## config.mk

```make
export PLATFORM = sky130hd
export DESIGN_NAME = dvsd_cmp_iter
export DESIGN_NICKNAME = d
export VERILOG_FILES = /design/src/rtl/dvsd_cmp_iter.sv
export SDC_FILE = /design/constraint.sdc
export NUM_CORES = 1
export LEC_CHECK = 0
export CORE_MARGIN = 2
export CORE_UTILIZATION = 36
export DETAILED_ROUTE_END_ITERATION = 6
export HOLD_SLACK_MARGIN = 0.06
export SKIP_LAST_GASP = 1
export SLEW_MARGIN = 20
export SYNTH_ARGS = -nofsm -noshare
export SYNTH_HDL_FRONTEND = slang
export SYNTH_SLANG_ARGS = --single-unit
```

## constraint.sdc

```tcl
create_clock -name clk -period 2.58 [get_ports clk]
set_input_delay 0.516 -clock clk [delete_from_list [all_inputs] [get_ports clk]]
set_output_delay 0.516 -clock clk [all_outputs]
set_load 0.03 [all_outputs]
```

## src/rtl/dvsd_cmp_iter.sv

```systemverilog
// dvsd_cmp_iter: multi-cycle magnitude comparator.
// Compares two WIDTH-bit operands CHUNK bits per clock, most significant chunk
// first. Signed compares reuse the unsigned datapath by flipping the MSB of
// both operands when they are captured (offset binary).
//
// Ports:
//   clk           clock, rising edge
//   rst_n         asynchronous active-low reset
//   start         request a compare (ignored while busy)
//   signed_mode   1 = two's-complement compare, sampled with start
//   A_in, B_in    operands, sampled with start
//   busy          compare in progress
//   done          one-cycle pulse when the flags below are updated
//   less_than     A < B, held until the next completion
//   equal_to      A == B, held until the next completion
//   greater_than  A > B, held until the next completion
//   chunks_used   chunks evaluated by the last compare
//
// state  | meaning
// -------+---------------------------------------------------
// S_IDLE | waiting for start; flags hold the last result
// S_CMP  | evaluating chunk idx_q, one chunk per clock

module dvsd_cmp_iter #(
    parameter int WIDTH      = 16,
    parameter int CHUNK      = 4,
    parameter int EARLY_EXIT = 1,
    localparam int NCHUNK    = WIDTH / CHUNK,
    localparam int CNTW      = $clog2(NCHUNK + 1)
) (
    input  logic             clk,
    input  logic             rst_n,
    input  logic             start,
    input  logic             signed_mode,
    input  logic [WIDTH-1:0] A_in,
    input  logic [WIDTH-1:0] B_in,
    output logic             busy,
    output logic             done,
    output logic             less_than,
    output logic             equal_to,
    output logic             greater_than,
    output logic [CNTW-1:0]  chunks_used
);

    localparam int IDXW = (NCHUNK > 1) ? $clog2(NCHUNK) : 1;
    localparam logic [WIDTH-1:0] MSB_MASK = WIDTH'(1) << (WIDTH - 1);

    typedef enum logic {S_IDLE, S_CMP} state_t;

    state_t           state_q, state_nx;
    logic [WIDTH-1:0] a_q, b_q, a_nx, b_nx;
    logic [IDXW-1:0]  idx_q, idx_nx;
    logic [CNTW-1:0]  cnt_q, cnt_nx;
    logic             pend_lt_q, pend_gt_q, pend_lt_nx, pend_gt_nx;
    logic             lt_nx, eq_nx, gt_nx, done_nx;
    logic [CNTW-1:0]  cu_nx;
    logic [CHUNK-1:0] a_chunk, b_chunk;
    logic             chunk_lt, chunk_gt, diff_seen, finish;

    assign a_chunk   = a_q[int'(idx_q)*CHUNK +: CHUNK];
    assign b_chunk   = b_q[int'(idx_q)*CHUNK +: CHUNK];
    assign chunk_lt  = a_chunk < b_chunk;
    assign chunk_gt  = a_chunk > b_chunk;
    assign diff_seen = pend_lt_q | pend_gt_q;
    assign busy      = (state_q == S_CMP);

    always_comb begin
        state_nx   = state_q;
        a_nx       = a_q;
        b_nx       = b_q;
        idx_nx     = idx_q;
        cnt_nx     = cnt_q;
        pend_lt_nx = pend_lt_q;
        pend_gt_nx = pend_gt_q;
        lt_nx      = less_than;
        eq_nx      = equal_to;
        gt_nx      = greater_than;
        cu_nx      = chunks_used;
        done_nx    = 1'b0;
        finish     = 1'b0;

        case (state_q)
            S_IDLE: begin
                if (start) begin
                    a_nx       = A_in ^ (signed_mode ? MSB_MASK : '0);
                    b_nx       = B_in ^ (signed_mode ? MSB_MASK : '0);
                    idx_nx     = IDXW'(NCHUNK - 1);
                    cnt_nx     = '0;
                    pend_lt_nx = 1'b0;
                    pend_gt_nx = 1'b0;
                    state_nx   = S_CMP;
                end
            end
            S_CMP: begin
                cnt_nx = cnt_q + CNTW'(1);
                // The first differing chunk decides; less significant chunks
                // are still counted but cannot change the pending result.
                if (!diff_seen) begin
                    pend_lt_nx = chunk_lt;
                    pend_gt_nx = chunk_gt;
                end
                finish = (idx_q == '0) ||
                         ((EARLY_EXIT != 0) && (diff_seen || chunk_lt || chunk_gt));
                if (finish) begin
                    lt_nx    = pend_lt_nx;
                    gt_nx    = pend_gt_nx;
                    eq_nx    = ~(pend_lt_nx | pend_gt_nx);
                    cu_nx    = cnt_nx;
                    done_nx  = 1'b1;
                    state_nx = S_IDLE;
                end else begin
                    idx_nx = idx_q - IDXW'(1);
                end
            end
            default: state_nx = S_IDLE;
        endcase
    end

    always_ff @(posedge clk or negedge rst_n) begin
        if (!rst_n) begin
            state_q      <= S_IDLE;
            a_q          <= '0;
            b_q          <= '0;
            idx_q        <= '0;
            cnt_q        <= '0;
            pend_lt_q    <= 1'b0;
            pend_gt_q    <= 1'b0;
            less_than    <= 1'b0;
            equal_to     <= 1'b0;
            greater_than <= 1'b0;
            chunks_used  <= '0;
            done         <= 1'b0;
        end else begin
            state_q      <= state_nx;
            a_q          <= a_nx;
            b_q          <= b_nx;
            idx_q        <= idx_nx;
            cnt_q        <= cnt_nx;
            pend_lt_q    <= pend_lt_nx;
            pend_gt_q    <= pend_gt_nx;
            less_than    <= lt_nx;
            equal_to     <= eq_nx;
            greater_than <= gt_nx;
            chunks_used  <= cu_nx;
            done         <= done_nx;
        end
    end

endmodule

```

=== Word level (Yosys, flattened, before mapping) ===
Cells that the tools add are included.

* Bits in registers: 47
* Logic and storage cells: 51

* Add/subtract/negate cells: 2
* Order comparisons: 2
* Equality and inequality tests: 2
* Shift-type cells: 2
* Multiplexer cells: 18
* Bitwise gates (word level): 6
* Reduce and logical (&&, ||, !) cells: 7

{| class="wikitable"
|+ Operators with widths
! kind !! number
|-
| $shiftx A16 B5 Y4 || 2
|-
| $xor A16 B16 Y16 || 2
|-
| $mux W16 || 1
|-
| $mux W1 || 9
|-
| $pmux W1 S2 || 3
|-
| $pmux W3 S2 || 1
|-
| $reduce_and A2 Y1 || 3
|-
| $gt A4 B4 Y1 || 1
|-
| $lt A4 B4 Y1 || 1
|-
| $mux W2 || 2
|-
| $ne A2 B2 Y1 const B || 2
|-
| $pmux W2 S2 || 1
|-
| $add A3 B1 Y3 const B || 1
|-
| $logic_or A1 B1 Y1 || 3
|-
| $mux W3 || 1
|-
| $logic_not A2 Y1 || 1
|-
| $not A1 Y1 || 2
|-
| $or A1 B1 Y1 || 2
|-
| $sub A2 B1 Y2 const B || 1
|}

=== Depth between registers and ports, before layout ===
* Depth after elaboration: 7
* Mapped depth: 9
* Depth with buffers taken out: 7

=== Least setup slack after synthesis ===
No wires, ideal clock.

* Kind: register to register
* Start: register idx_q[0]
* End: register chunks_used[1]
* Data arrival time: 2,431 ps
* Required time: 2,455 ps
* Path slack: 24 ps
* Stages on the path, launching flop included: 9
* Path through: dfrtp_1 -> buf_2 -> mux4_2 -> ha_1 -> and4_4 -> buf_6 -> a21o_1 -> a31oi_4 -> mux2_2

* Longest elaborated chain between the ends: 6

{| class="wikitable"
|+ Ends and longest elaborated chain
! item !! line !! RTL
|-
| start, declared || 52 || <nowiki>logic [IDXW-1:0] idx_q, idx_nx;</nowiki>
|-
| start signal, assigned || 137 || <nowiki>idx_q <= idx_nx;</nowiki>
|-
| $shiftx A16 B5 Y4 (on tied branches) || 60, 61 ||
|-
| $lt A4 B4 Y1 || 62 || <nowiki>assign chunk_lt = a_chunk < b_chunk;</nowiki>
|-
| $logic_or A1 B1 Y1 (2 in a row) || 103 || <nowiki>((EARLY_EXIT != 0) && (diff_seen || chunk_lt || chunk_gt));</nowiki>
|-
| $logic_or A1 B1 Y1 (*) || 102 || <nowiki>finish = (idx_q == '0) ||</nowiki>
|-
| $reduce_and A2 Y1 (no source line) (*) || -- ||
|-
| end signal, assigned || 144 || <nowiki>chunks_used <= cu_nx;</nowiki>
|-
| end, declared || 42 || <nowiki>output logic [CNTW-1:0] chunks_used</nowiki>
|}

Mark *: on every way between the ends. The rest lies on a longest branch, timed or not.
A chain may end at the register's enable or synchronous reset.

=== Worst setup path after layout ===
* Start: register idx_q[0]
* End: register less_than

* Longest elaborated chain between the ends: 6

{| class="wikitable"
|+ Ends and longest elaborated chain
! item !! line !! RTL
|-
| $shiftx A16 B5 Y4 (on tied branches) || 60, 61 ||
|-
| $lt A4 B4 Y1 || 62 ||
|-
| $logic_or A1 B1 Y1 (2 in a row) || 103 ||
|-
| $logic_or A1 B1 Y1 || 102 ||
|-
| $reduce_and A2 Y1 (no source line) || -- ||
|-
| end signal, assigned || 141 || <nowiki>less_than <= lt_nx;</nowiki>
|-
| end, declared || 39 || <nowiki>output logic less_than,</nowiki>
|}

Several ways; a longest one is shown, not always the timed one. The select of a mux whose other input is x is not followed.

==> results.py <==
metrics = {
    "run_status": {
        "status": "complete, no violations",
    },
    "pwr": {
        "p_leak_nw": 1.40,
        "p_per_area_mw_per_mm2": 852,
        "max-vdd-ir-drop_mv": 0.393,
    },
    "worst_setup_path": {
        "cp-start-kind": "flop",
        "critPathKind": "flop to flop",
        "worst_ep_required_time_ns": 2.78,
        "reg2reg_slack_ns": 0.13,
        "cp-end-kind": "flop",
        "reg2reg_depth": 8,
        "arrival_ns": 2.65,
        "r2r-end": "less_than",
        "cp_max_fo": 6,
        "r2r_start": "idx_q[0]",
    },
    "placed_design": {
        "dp_hpwl_mm": 3.16,
        "finalWeightedCongestion": 0.882,
        "dpl_cell_area_sq_mm": 0.00278,
        "io_buffers": 43,
        "place_ws_ns": 0.110,
        "place_inst": 339,
    },
    "floorplan": {
        "coreArea_sq_mm": 0.00596,
        "dieArea_sq_mm": 0.00681,
        "rows": 28,
        "initial_core_util_pct": 37.2,
        "die_w_um": 82.5,
        "io_pins": 44,
        "dieHeight_um": 82.5,
    },
    "synthesis": {
        "synthTopCellsByArea": "dfrtp_1 (53%), nand2_1 (16%), mux4_2 (8.1%)",
        "ys_warn_count": 0,
        "synth_cells": 224,
        "yosysUniqueCellTypes": 34,
        "syn-num-nets": 266,
        "ys_dominant_reg_cell": "dfrtp_1",
        "yosysTopAreaCell": "dfrtp_1",
        "syn_area_sq_mm": 0.00222,
        "yosys-top-cells-count": "nand2_1 (95), dfrtp_1 (47), inv_1 (11)",
        "synth_top_area_share_pct": 53.0,
        "yosysMostFrequentCell": "nand2_1",
        "yosys_register_bits": 47,
        "synth_edf_count": 0,
        "yosysSeqAreaShare_pct": 53.0,
        "postSynth.asyncResetShare_pct": 100,
        "avgSynthCellArea_sq_um": 9.90,
    },
    "sta": {
        "drv_slew": 0,
        "tightest_slew_ns": 0.533,
        "hold_slack_ns": 0.181,
        "fmax_mhz": 408,
        "fin_skew_ns": 0.00928,
        "fin_crit_ns": 2.45,
        "setup_slack_ns": 0.131,
        "hold_viol": 0,
        "setup_viol": 0,
        "finalCritPeriodShare_pct": 94.9,
        "maxSlewHeadroom_pct": 64.2,
    },
    "grt": {
        "globalRouteTotalUtil_pct": 14.7,
        "gr-total-overflow": 0,
        "grt_max_degree": 48,
        "grt_first_pass_wirelength_mm": 7.43,
        "antenna_found_initial": 0,
        "grt_pass1_vias": 1630,
    },
    "run": {
        "max_cap_violations": 0,
    },
    "detailed_routing": {
        "drt_wl_total_mm": 4.50,
        "first_iter_violations": 76,
        "post_drt_via_cell_ratio": 4.80,
        "detail-route-antenna-nets": 0,
        "met1_length_mm": 2.11,
        "wl_met2_mm": 2.10,
        "post-route-drc-count": 0,
        "vias": 1664,
        "met3_length_um": 217,
        "first_pass_iters": 4,
        "wl_per_cell_um": 13.0,
        "top_layer": "met4",
    },
    "cells_and_area": {
        "drive_gt1_share_pct": 12.1,
        "stdcell_count": 347,
        "postLayoutCoreUtil_pct": 48.9,
        "nNetsFinal": 313,
        "fin_area_sq_mm": 0.00291,
        "diodes": 0,
        "syn_to_final_growth_pct": 31.2,
    },
    "clock_tree": {
        "cts_inserted_buffers": 5,
        "clkSlewWorstSetupHoldPaths_ns": 0.09,
        "clock_sinks": 47,
        "cts_tree": "done",
        "clkLatencyLatePin_ns": 0.31,
        "cts_root_buffer": "clkbuf_8",
        "ctsLongestPathBuffers": 2,
        "cts_htree_levels": 2,
    },
    "min_path": {
        "hold_class": "input port to asynchronous set/reset pin",
    },
}
[per-stage QoR]
| step | TNS [ns] | total power, mW |
|---|---|---|
| 2_1_floorplan | 0 | 1.66 |
| 3_3_place_gp | 0 | 1.96 |
| 3_5_place_dp | 0 | 1.98 |
| 4_1_cts | 0 | 2.45 |
| 5_1_grt | -0.0230 | 2.66 |
| 6_report | 0 | 2.48 |
[cell usage in the layout (no fill, tap or decap), types with 2 or more instances in the layout]
| cell type | n |
|---|---|
| a21oi_1 | 4 |
| a2bb2oi_1 | 2 |
| buf_12 | 3 |
| buf_4 | 4 |
| clkbuf_8 | 6 |
| clkdlybuf4s50_1 | 42 |
| dfrtp_1 | 47 |
| ha_1 | 5 |
| inv_1 | 11 |
| mux2_2 | 3 |
| mux4_2 | 8 |
| nand2_1 | 95 |
| nand3_1 | 2 |
| nor2_1 | 6 |
| o21ai_0 | 7 |
| xnor2_1 | 2 |
[critical path: stages, from the launching register on]
cell     delay, ns
dfrtp_1       0.40
buf_4         0.16
mux4_2        0.49
inv_1         0.11
ha_4          0.21
and4_4        0.19
a21o_1        0.17
a31oi_4       0.25
mux2_2        0.36
[final cells by class]
type                       count  area [sq um]
tap                           75          93.8
fill                         586          3050
clock inverter                 1          8.76
timing repair buffer          50           515
multi-input combinational    156           988
clock buffer                   7          86.3
inverter                      11          41.3
sequential                    47          1180
[state kept, by name, indices dropped and copies added, names as in the netlist, 2 cells and up]
register / flops
b_q: 16
cnt_q: 3
idx_q: 2
chunks_used: 3
a_q: 16
[metal layers]
layer  global-route usage, %  up-vias
met5                       0        -
met4                    5.41        0
met3                    4.24        7
met2                    24.0       37
met1                    18.5      786
li1                        -      834
[cell families (layout without fill, tap and decap cells)]
| group | Yosys count | count (layout) | synth area share (%) |
|---|---|---|---|
| buffers and inverters | 21 | 69 | 4.17 |
| xor gates and xnor gates | 3 | 3 | 1.18 |
| muxes | 12 | 12 | 10.1 |
| AOI/OAI and AO/OA | 23 | 23 | 7.78 |
| and+or+nand+nor | 112 | 112 | 20.4 |
| DFF | 47 | 47 | 53.0 |
| adders and majority gates | 6 | 6 | 3.38 |
[where the power goes]
group	leakage (nW)	internal [mW]	switching [mW]	total, mW
clock network	0.0484	0.220	0.249	0.468
logic	0.778	0.480	0.486	0.966
registers	0.574	0.917	0.128	1.04
total	1.40	1.62	0.862	2.48
[worst max path at each step]
stage / startpoint / end / slack (ns) / cells past startpoint
2_1_floorplan: idx_q[0] / chunks_used[1] / 0.02 / 8
3_3_place_gp: idx_q[0] / less_than / 0.13 / 7
3_5_place_dp: idx_q[0] / less_than / 0.11 / 8
4_1_cts: idx_q[0] / less_than / 0.1 / 8
5_1_grt: idx_q[0] / idx_q[0] / -0.02 / 8
6_report: idx_q[0] / less_than / 0.13 / 8
[what timing repair did]
| item | CTS | global route |
|---|---|---|
| buffers inserted | 0 | 0 |
| endpoints found under the setup margin | 0 | 4 |
| gates resized for setup | 0 | 4 |
| hold buffers | 0 | 0 |
No activity file was read; power rests on OpenSTA's default activity.
